## config.mk

```make
export PLATFORM = sky130hd
export DESIGN_NAME = r5p_bus_copy_flat
export DESIGN_NICKNAME = d
export VERILOG_FILES = /design/src/rtl/r5p_bus_copy_if.sv /design/src/rtl/r5p_bus_copy.sv /design/src/flat_wrapper.sv
export SDC_FILE = /design/constraint.sdc
export NUM_CORES = 1
export LEC_CHECK = 0
export BUFFER_PORTS_ARGS = -buffer_cell sky130_fd_sc_hd__buf_2
export CORE_MARGIN = 8
export CORE_UTILIZATION = 55
export DETAILED_ROUTE_END_ITERATION = 7
export GPL_ROUTABILITY_DRIVEN = 0
export PLACE_DENSITY = 0.89
export SLEW_MARGIN = 10
export SYNTH_ARGS = -nofsm -noshare
export SYNTH_HDL_FRONTEND = slang
export SYNTH_SLANG_ARGS = --single-unit
```

## constraint.sdc

```tcl
create_clock -name clk -period 6.6 [get_ports clk]
set_clock_uncertainty 0.1 [all_clocks]
set_input_delay 1.32 -clock clk [delete_from_list [all_inputs] [get_ports clk]]
set_output_delay 1.32 -clock clk [all_outputs]
set_load 0.01 [all_outputs]
```

## src/rtl/r5p_bus_copy_if.sv

```systemverilog
// r5p_bus_if: r5p load/store bus; the manager drives the request, the subordinate answers
//   clk : bus clock
//   vld/wen/adr/ben/wdt : request from the manager (transfer on vld & rdy)
//   rdt : read data, valid the cycle after a read transfer
//   rdy : subordinate accepts the request this cycle
interface r5p_bus_if #(
    parameter int AW = 32,
    parameter int DW = 32
) (
    input logic clk
);
    localparam int BW = DW / 8;
    logic          vld;
    logic          wen;
    logic [AW-1:0] adr;
    logic [BW-1:0] ben;
    logic [DW-1:0] wdt;
    logic [DW-1:0] rdt;
    logic          rdy;
    modport man (input clk, output vld, wen, adr, ben, wdt, input rdt, rdy);
    modport sub (input clk, vld, wen, adr, ben, wdt, output rdt, rdy);
endinterface

```

## src/rtl/r5p_bus_copy.sv

```systemverilog
// r5p_bus_copy: word-by-word memory copy engine acting as manager on an r5p_bus_if
//   clk, rst     : clock and synchronous active-high reset
//   start        : begin a transfer (sampled only when idle)
//   src/dst/len  : source, destination (word aligned internally) and byte length
//   fill/pat     : fill mode request and pattern, honoured only with R5P_BUS_COPY_FILL_EN
//   busy/done    : transfer in progress / one-cycle completion pulse
//   man          : bus manager port
module r5p_bus_copy #(
    parameter int AW = 32,
    parameter int DW = 32,
    parameter int LW = 16
) (
    input  logic          clk,
    input  logic          rst,
    input  logic          start,
    input  logic [AW-1:0] src,
    input  logic [AW-1:0] dst,
    input  logic [LW-1:0] len,
    input  logic          fill,
    input  logic [DW-1:0] pat,
    output logic          busy,
    output logic          done,
    r5p_bus_if.man        man
);
    localparam int BW = DW / 8;
    localparam int SH = $clog2(BW);
    localparam int CW = LW - SH;

    typedef enum logic [2:0] {IDLE, READ, CAPT, WRITE, DONE} state_t;

    state_t        state_q, state_d;
    logic [AW-1:0] src_q, src_d, dst_q, dst_d;
    logic [CW-1:0] cnt_q, cnt_d;
    logic [DW-1:0] buf_q, buf_d;
    logic          xfer;

    assign xfer    = man.vld & man.rdy;
    assign man.ben = '1;

`ifdef R5P_BUS_COPY_FILL_EN
    logic          fill_q, fill_d;
    logic [DW-1:0] pat_q, pat_d;
    logic [SH-1:0] unused_len;
    assign unused_len = len[SH-1:0];
`else
    logic unused_ok;
    assign unused_ok = ^{fill, pat, len[SH-1:0]};
`endif

    always_comb begin
        state_d = state_q;
        src_d   = src_q;
        dst_d   = dst_q;
        cnt_d   = cnt_q;
        buf_d   = buf_q;
`ifdef R5P_BUS_COPY_FILL_EN
        fill_d  = fill_q;
        pat_d   = pat_q;
`endif
        case (state_q)
            IDLE: if (start) begin
                src_d = src & ~AW'(BW - 1);
                dst_d = dst & ~AW'(BW - 1);
                cnt_d = len[LW-1:SH];
`ifdef R5P_BUS_COPY_FILL_EN
                fill_d  = fill;
                pat_d   = pat;
                state_d = cnt_d == '0 ? DONE : fill ? WRITE : READ;
`else
                state_d = cnt_d == '0 ? DONE : READ;
`endif
            end
            READ: state_d = xfer ? CAPT : READ;
            CAPT: begin
                buf_d   = man.rdt;
                state_d = WRITE;
            end
            WRITE: if (xfer) begin
                src_d = src_q + AW'(BW);
                dst_d = dst_q + AW'(BW);
                cnt_d = cnt_q - CW'(1);
`ifdef R5P_BUS_COPY_FILL_EN
                state_d = cnt_d == '0 ? DONE : fill_q ? WRITE : READ;
`else
                state_d = cnt_d == '0 ? DONE : READ;
`endif
            end
            default: state_d = IDLE;
        endcase
    end

    // Bus outputs are registered from the next state so nothing on the bus
    // depends combinationally on start or rdt.
    always_ff @(posedge clk) begin
        if (rst) begin
            state_q <= IDLE;
            src_q   <= '0;
            dst_q   <= '0;
            cnt_q   <= '0;
            buf_q   <= '0;
            busy    <= 1'b0;
            done    <= 1'b0;
            man.vld <= 1'b0;
            man.wen <= 1'b0;
            man.adr <= '0;
            man.wdt <= '0;
`ifdef R5P_BUS_COPY_FILL_EN
            fill_q  <= 1'b0;
            pat_q   <= '0;
`endif
        end else begin
            state_q <= state_d;
            src_q   <= src_d;
            dst_q   <= dst_d;
            cnt_q   <= cnt_d;
            buf_q   <= buf_d;
            busy    <= state_d != IDLE;
            done    <= state_d == DONE;
            man.vld <= state_d == READ || state_d == WRITE;
            man.wen <= state_d == WRITE;
            man.adr <= state_d == WRITE ? dst_d : src_d;
`ifdef R5P_BUS_COPY_FILL_EN
            fill_q  <= fill_d;
            pat_q   <= pat_d;
            man.wdt <= fill_d ? pat_d : buf_d;
`else
            man.wdt <= buf_d;
`endif
        end
    end
endmodule

```

## src/flat_wrapper.sv

```systemverilog
// flat-port wrapper written by rule: the top's interface ports become plain ports
module r5p_bus_copy_flat 
#(
    parameter int AW = 32,
    parameter int DW = 32,
    parameter int LW = 16
)
  (clk, rst, start, src, dst, len, fill, pat, busy, done, man_vld, man_wen, man_adr, man_ben, man_wdt, man_rdt, man_rdy);
  r5p_bus_if #(.AW(AW), .DW(DW)) man_i (.clk(clk));
  input  logic clk;
  input  logic rst;
  input  logic start;
  input  logic [AW-1:0] src;
  input  logic [AW-1:0] dst;
  input  logic [LW-1:0] len;
  input  logic fill;
  input  logic [DW-1:0] pat;
  output logic busy;
  output logic done;
  output wire logic [$bits(man_i.vld)-1:0] man_vld;
  output wire logic [$bits(man_i.wen)-1:0] man_wen;
  output wire logic [$bits(man_i.adr)-1:0] man_adr;
  output wire logic [$bits(man_i.ben)-1:0] man_ben;
  output wire logic [$bits(man_i.wdt)-1:0] man_wdt;
  input wire logic [$bits(man_i.rdt)-1:0] man_rdt;
  input wire logic [$bits(man_i.rdy)-1:0] man_rdy;
  assign man_vld = man_i.vld;
  assign man_wen = man_i.wen;
  assign man_adr = man_i.adr;
  assign man_ben = man_i.ben;
  assign man_wdt = man_i.wdt;
  assign man_i.rdt = man_rdt;
  assign man_i.rdy = man_rdy;
  r5p_bus_copy #(.AW(AW), .DW(DW), .LW(LW)) u_core (.clk(clk), .rst(rst), .start(start), .src(src), .dst(dst), .len(len), .fill(fill), .pat(pat), .busy(busy), .done(done), .man(man_i));
endmodule
```

# Word-level counts from Yosys, hierarchy flattened

Cells that the tools add are included.

$add $sub $neg: 3
Equality and inequality tests: 8
Multiplexer cells: 16
Bitwise gates (word level): 1
Reductions and logical operators: 7

Operators by type and width:

| kind                                                                 | number |
|---|---|
| 32-bit two-way mux                                                   | 5 |
| 32-bit case mux with 2 select lines                                  | 2 |
| 32-bit by 3-bit adder with 32-bit output, second input constant      | 2 |
| 14-bit logical NOT                                                   | 2 |
| 14-bit two-way mux                                                   | 2 |
| 14-bit case mux with 2 select lines                                  | 1 |
| 14-bit by 1-bit subtractor with 14-bit output, second input constant | 1 |
| 3-bit two-way mux                                                    | 4 |
| 3-bit case mux with 4 select lines                                   | 1 |
| 3-bit by 2-bit == test with 1-bit output, second input constant      | 3 |
| 3-bit by 1-bit == test with 1-bit output, second input constant      | 2 |
| 3-bit == test, second input constant                                 | 1 |
| 3-bit logical NOT                                                    | 1 |
| 3-bit AND reduction                                                  | 1 |
| 3-bit nonzero test                                                   | 1 |
| 2-bit two-way mux                                                    | 1 |
| 2-bit by 1-bit != test with 1-bit output, second input constant      | 1 |
| 2-bit != test, second input constant                                 | 1 |
| 2-bit nonzero test                                                   | 1 |
| 1-bit AND                                                            | 1 |
| 1-bit logical OR                                                     | 1 |

Bits in registers: 149
Bits of input ports: 149
Output and inout port bits: 72
Word-level logic and storage cells: 45

# Longest topological paths before layout

Depth in word-level cells: 7
Mapped depth: 9

# Worst setup path after synthesis

No wires, ideal clock.

Kind: input-to-reg
Start point: input port man_rdy
End point: register u_core.man.adr[22]
Library setup time: 0.134 ns
Arrival time: 2.717 ns
Required time: 6.366 ns
Slack: 3.650 ns
Stages on the path: 7
Path through: nand2_1 or4_1 buf_2 o311ai_0 o41ai_1 a21oi_1 o22ai_1

Word-level cells in the longest chain between the ends: 5

Ends and longest elaborated chain:

| what                                                          | RTL line                               | text |
|---|---|---|
| start: declaration                                            | flat_wrapper.sv:26                     | `input wire logic [$bits(man_i.rdy)-1:0] man_rdy;` |
| 1-bit AND *                                                   | r5p_bus_copy.sv:37                     | `assign xfer = man.vld & man.rdy;` |
| 3-bit two-way mux / 2-bit two-way mux (equally long branches) | r5p_bus_copy.sv:78, r5p_bus_copy.sv:73 |  |
| 3-bit case mux with 4 select lines                            | r5p_bus_copy.sv:60                     | `case (state_q)` |
| 3-bit by 2-bit == test with 1-bit output                      | r5p_bus_copy.sv:121                    | `man.adr <= state_d == WRITE ? dst_d : src_d;` |
| 32-bit two-way mux *                                          | r5p_bus_copy.sv:121                    |  |
| end signal: assignment                                        | r5p_bus_copy.sv:121                    |  |
| end: declaration                                              | r5p_bus_copy_if.sv:20                  | `modport man (input clk, output vld, wen, adr, ben, wdt, input rdt, rdy);` |

Mark *: on every way between the ends. The rest lies on a longest branch, timed or not.
A chain may end at the register's enable or synchronous reset.

# Worst setup path after layout

Start point: input port start
End point: register u_core.man.adr[31]

Word-level cells in the longest chain between the ends: 4

Ends and longest elaborated chain:

| what                                     | RTL line            | text |
|---|---|---|
| start: declaration                       | flat_wrapper.sv:12  | `input logic start;` |
| 3-bit two-way mux                        | r5p_bus_copy.sv:61  | `IDLE: if (start) begin` |
| 3-bit case mux with 4 select lines       | r5p_bus_copy.sv:60  |  |
| 3-bit by 2-bit == test with 1-bit output | r5p_bus_copy.sv:121 |  |
| 32-bit two-way mux *                     | r5p_bus_copy.sv:121 |  |

Marked as above.

==> results.cfg <==
[worst_setup_path]
crit_fanout = 29
crit_type = in2reg
worstPathRequired_ps = 6770
arrival_ps = 3690
startpoint_type = input port
endpoint_kind = register

[power]
ir_drop_uv = 200
p_leak_nw = 3.58
powerDensity_nw_per_um2 = 267

[timing]
setup_tns_ps = 0
hold_violations = 0
finalCritPeriodShare_pct = 53.4
slew_violations = 0
period_needed_ps = 3530
finalSetupViolCount = 0
rsz0062_at_grt = no
max_slew_margin_pct = 28.5
max_slew.worst_pin.slew_ps = 1070
max_freq_mhz = 284

[run]
cap_violations = 0

[synthesis]
ys_ff_latch = 149
syn_area_per_cell_um2 = 8.12
synthCells = 860
seq_area_frac_synth_pct = 42.7
synthArstFlopShare_pct = 0
synthTopCellsByArea = dfxtp_1 43%, nand2_1 7.9%, a21oi_1 5.7%, nor2_1 4.5%, a211oi_1 2.5%
synth_cell_types = 69
synth_edf_count = 0
synth_top_area_share_pct = 42.7
synth_ff_type = dfxtp_1
yosysTopAreaCell = dfxtp_1
ys.warnings.count = 0
syn_area_um2 = 6980

[detailed_routing]
wl_per_cell_um = 17.6
drt-vias-per-instance = 6.00
wl_um = 21000
drtIter0Drc = 770
drtAntennaViolNets = 0
vias = 7155
dr.pass1.iters = 5
drcViolationCount = 0

[floorplan]
row_count = 41
coreArea_um2 = 12500
die_h_um = 129
start_util_pct = 55.8
die_area_um2 = 16500
die_w_um = 129
ioPinCount = 221

[clock_network]
cts_setup_buffers = 0
clockBufferDepth = 2
h-tree-depth = 4
path_clk_slew_ps = 60
clock_latency_ps = 420
cts_resized = 0
cts_tree = yes
postCtsHoldBufs = 0
cts_root_buf = clkbuf_16
cts.sinks = 149
cts_buffers = 17

[global_routing]
grt_pass1_vias = 6749
grt_pass1_wl_um = 32900
grt_max_degree = 88
grt-ovfl-total = 0
antenna_found_initial = 3
globalRouteTotalUtil_pct = 24.8

[placement]
dpl.cell_count = 1159
place_hpwl_um = 14800
io_buffers = 177

[layout]
nets = 1159
final_common_cell = buf_2
final_layout_size_suffix_gt1_share_pct = 23.8
n_fill_cell = 1079
areaGrowthSynthToFinish_pct = 21.7
layout_common_cells = 176 x buf_2, 149 x dfxtp_1, 147 x nand2_1
fin_cells = 1192

[run_status]
status = finished, final reports clean

[hold_path]
hp-class = reg2reg
[synth_stat cells, types with 13 or more instances]
library cell,n
nand3_1,33
nand2_1,147
dfxtp_1,149
clkbuf_1,40
nor2_1,84
o22ai_1,16
nand4_1,19
o21ai_0,18
a31oi_1,18
nor4_1,13
nor3_1,26
a21oi_1,80
a211oi_1,23
[path summary, 6_finish.rpt]
| path | start | end | slack, ps | cells after the start |
|---|---|---|---|---|
| max | start | u_core.man.adr[31] | 3070 | 7 |
| min | u_core.buf_q[5] | u_core.buf_q[5] | 350 | 2 |
| max reg2reg | u_core.state_q[0] | u_core.man.adr[31] | 3500 | 6 |
| min reg2reg | u_core.buf_q[5] | u_core.buf_q[5] | 350 | 2 |
[per-stage QoR]
stage | area (um^2) | worst slack (ps) | utilization [%] | hold WS, ps | total power (W)
2_1_floorplan | 6990 | 3650 | - | 329 | 0.00120
3_3_place_gp | 7890 | 2730 | 63.0 | 338 | 0.00130
3_5_place_dp | 7890 | 2700 | 63.0 | 344 | 0.00131
4_1_cts | 8490 | 3140 | 67.8 | 352 | 0.00227
5_1_grt | 8490 | 2990 | 67.8 | 370 | 0.00235
6_report | 8490 | 3070 | 67.8 | 350 | 0.00226
[per-layer routing]
| metal | global-route usage [%] | wire length, um |
|---|---|---|
| met3 | 8.90 | 2300 |
| met1 | 28.6 | 8010 |
| met5 | 0 | 20 |
| met4 | 12.0 | 672 |
| met2 | 40.1 | 10000 |
[power breakdown]
part	total, W	internal (W)	switching, W	leakage (nW)
Sequential	0.00100	0.000952	0.0000486	1.22
Combinational	0.000296	0.000120	0.000175	2.07
Clock	0.000969	0.000605	0.000364	0.296
Total	0.00226	0.00168	0.000588	3.58
[registers in the layout, summed over array words and instances, names as in the netlist]
| signal | flops |
|---|---|
| u_core.buf_q | 32 |
| u_core.man.adr | 32 |
| u_core.dst_q | 32 |
| u_core.state_q | 3 |
| u_core.cnt_q | 14 |
| u_core.done | 1 |
| u_core.src_q | 32 |
| u_core.man.wen | 1 |
| u_core.man.vld | 1 |
| u_core.busy | 1 |
[critical path, stage by stage]
cell	delay, ps
buf_2	120
or4b_1	940
buf_4	430
and2_1	190
o31a_1	100
a211oi_1	460
a21oi_1	130
[cells by family (layout without fill, tap and decap cells)]
| logic type | count (synthesis) | in the layout | synth area share, % |
|---|---|---|---|
| AO/OA/AOI/OAI | 216 | 216 | 20.0 |
| flip-flops | 149 | 149 | 42.7 |
| XOR/XNOR | 8 | 8 | 1.00 |
| other | 1 | 5 | 0.0537 |
| AND/OR/NAND/NOR | 397 | 397 | 28.6 |
| adder cells (fa/ha/maj) | 4 | 4 | 0.717 |
| multiplexers | 17 | 17 | 2.53 |
| buffers and inverters | 68 | 224 | 4.32 |
[cell type report]
cell class | count | area, um^2 | area share [%]
well taps | 172 | 215 | 2.53
clock inverters | 8 | 96.3 | 1.13
repair buffers | 185 | 948 | 11.2
multi-input cells | 646 | 3720 | 43.8
flip-flops and latches | 149 | 2980 | 35.1
inverters | 7 | 26.3 | 0.309
clock buffers | 24 | 502 | 5.91
diodes | 1 | 2.50 | 0.0295
Note: power is estimated with default switching activity, not from simulation.
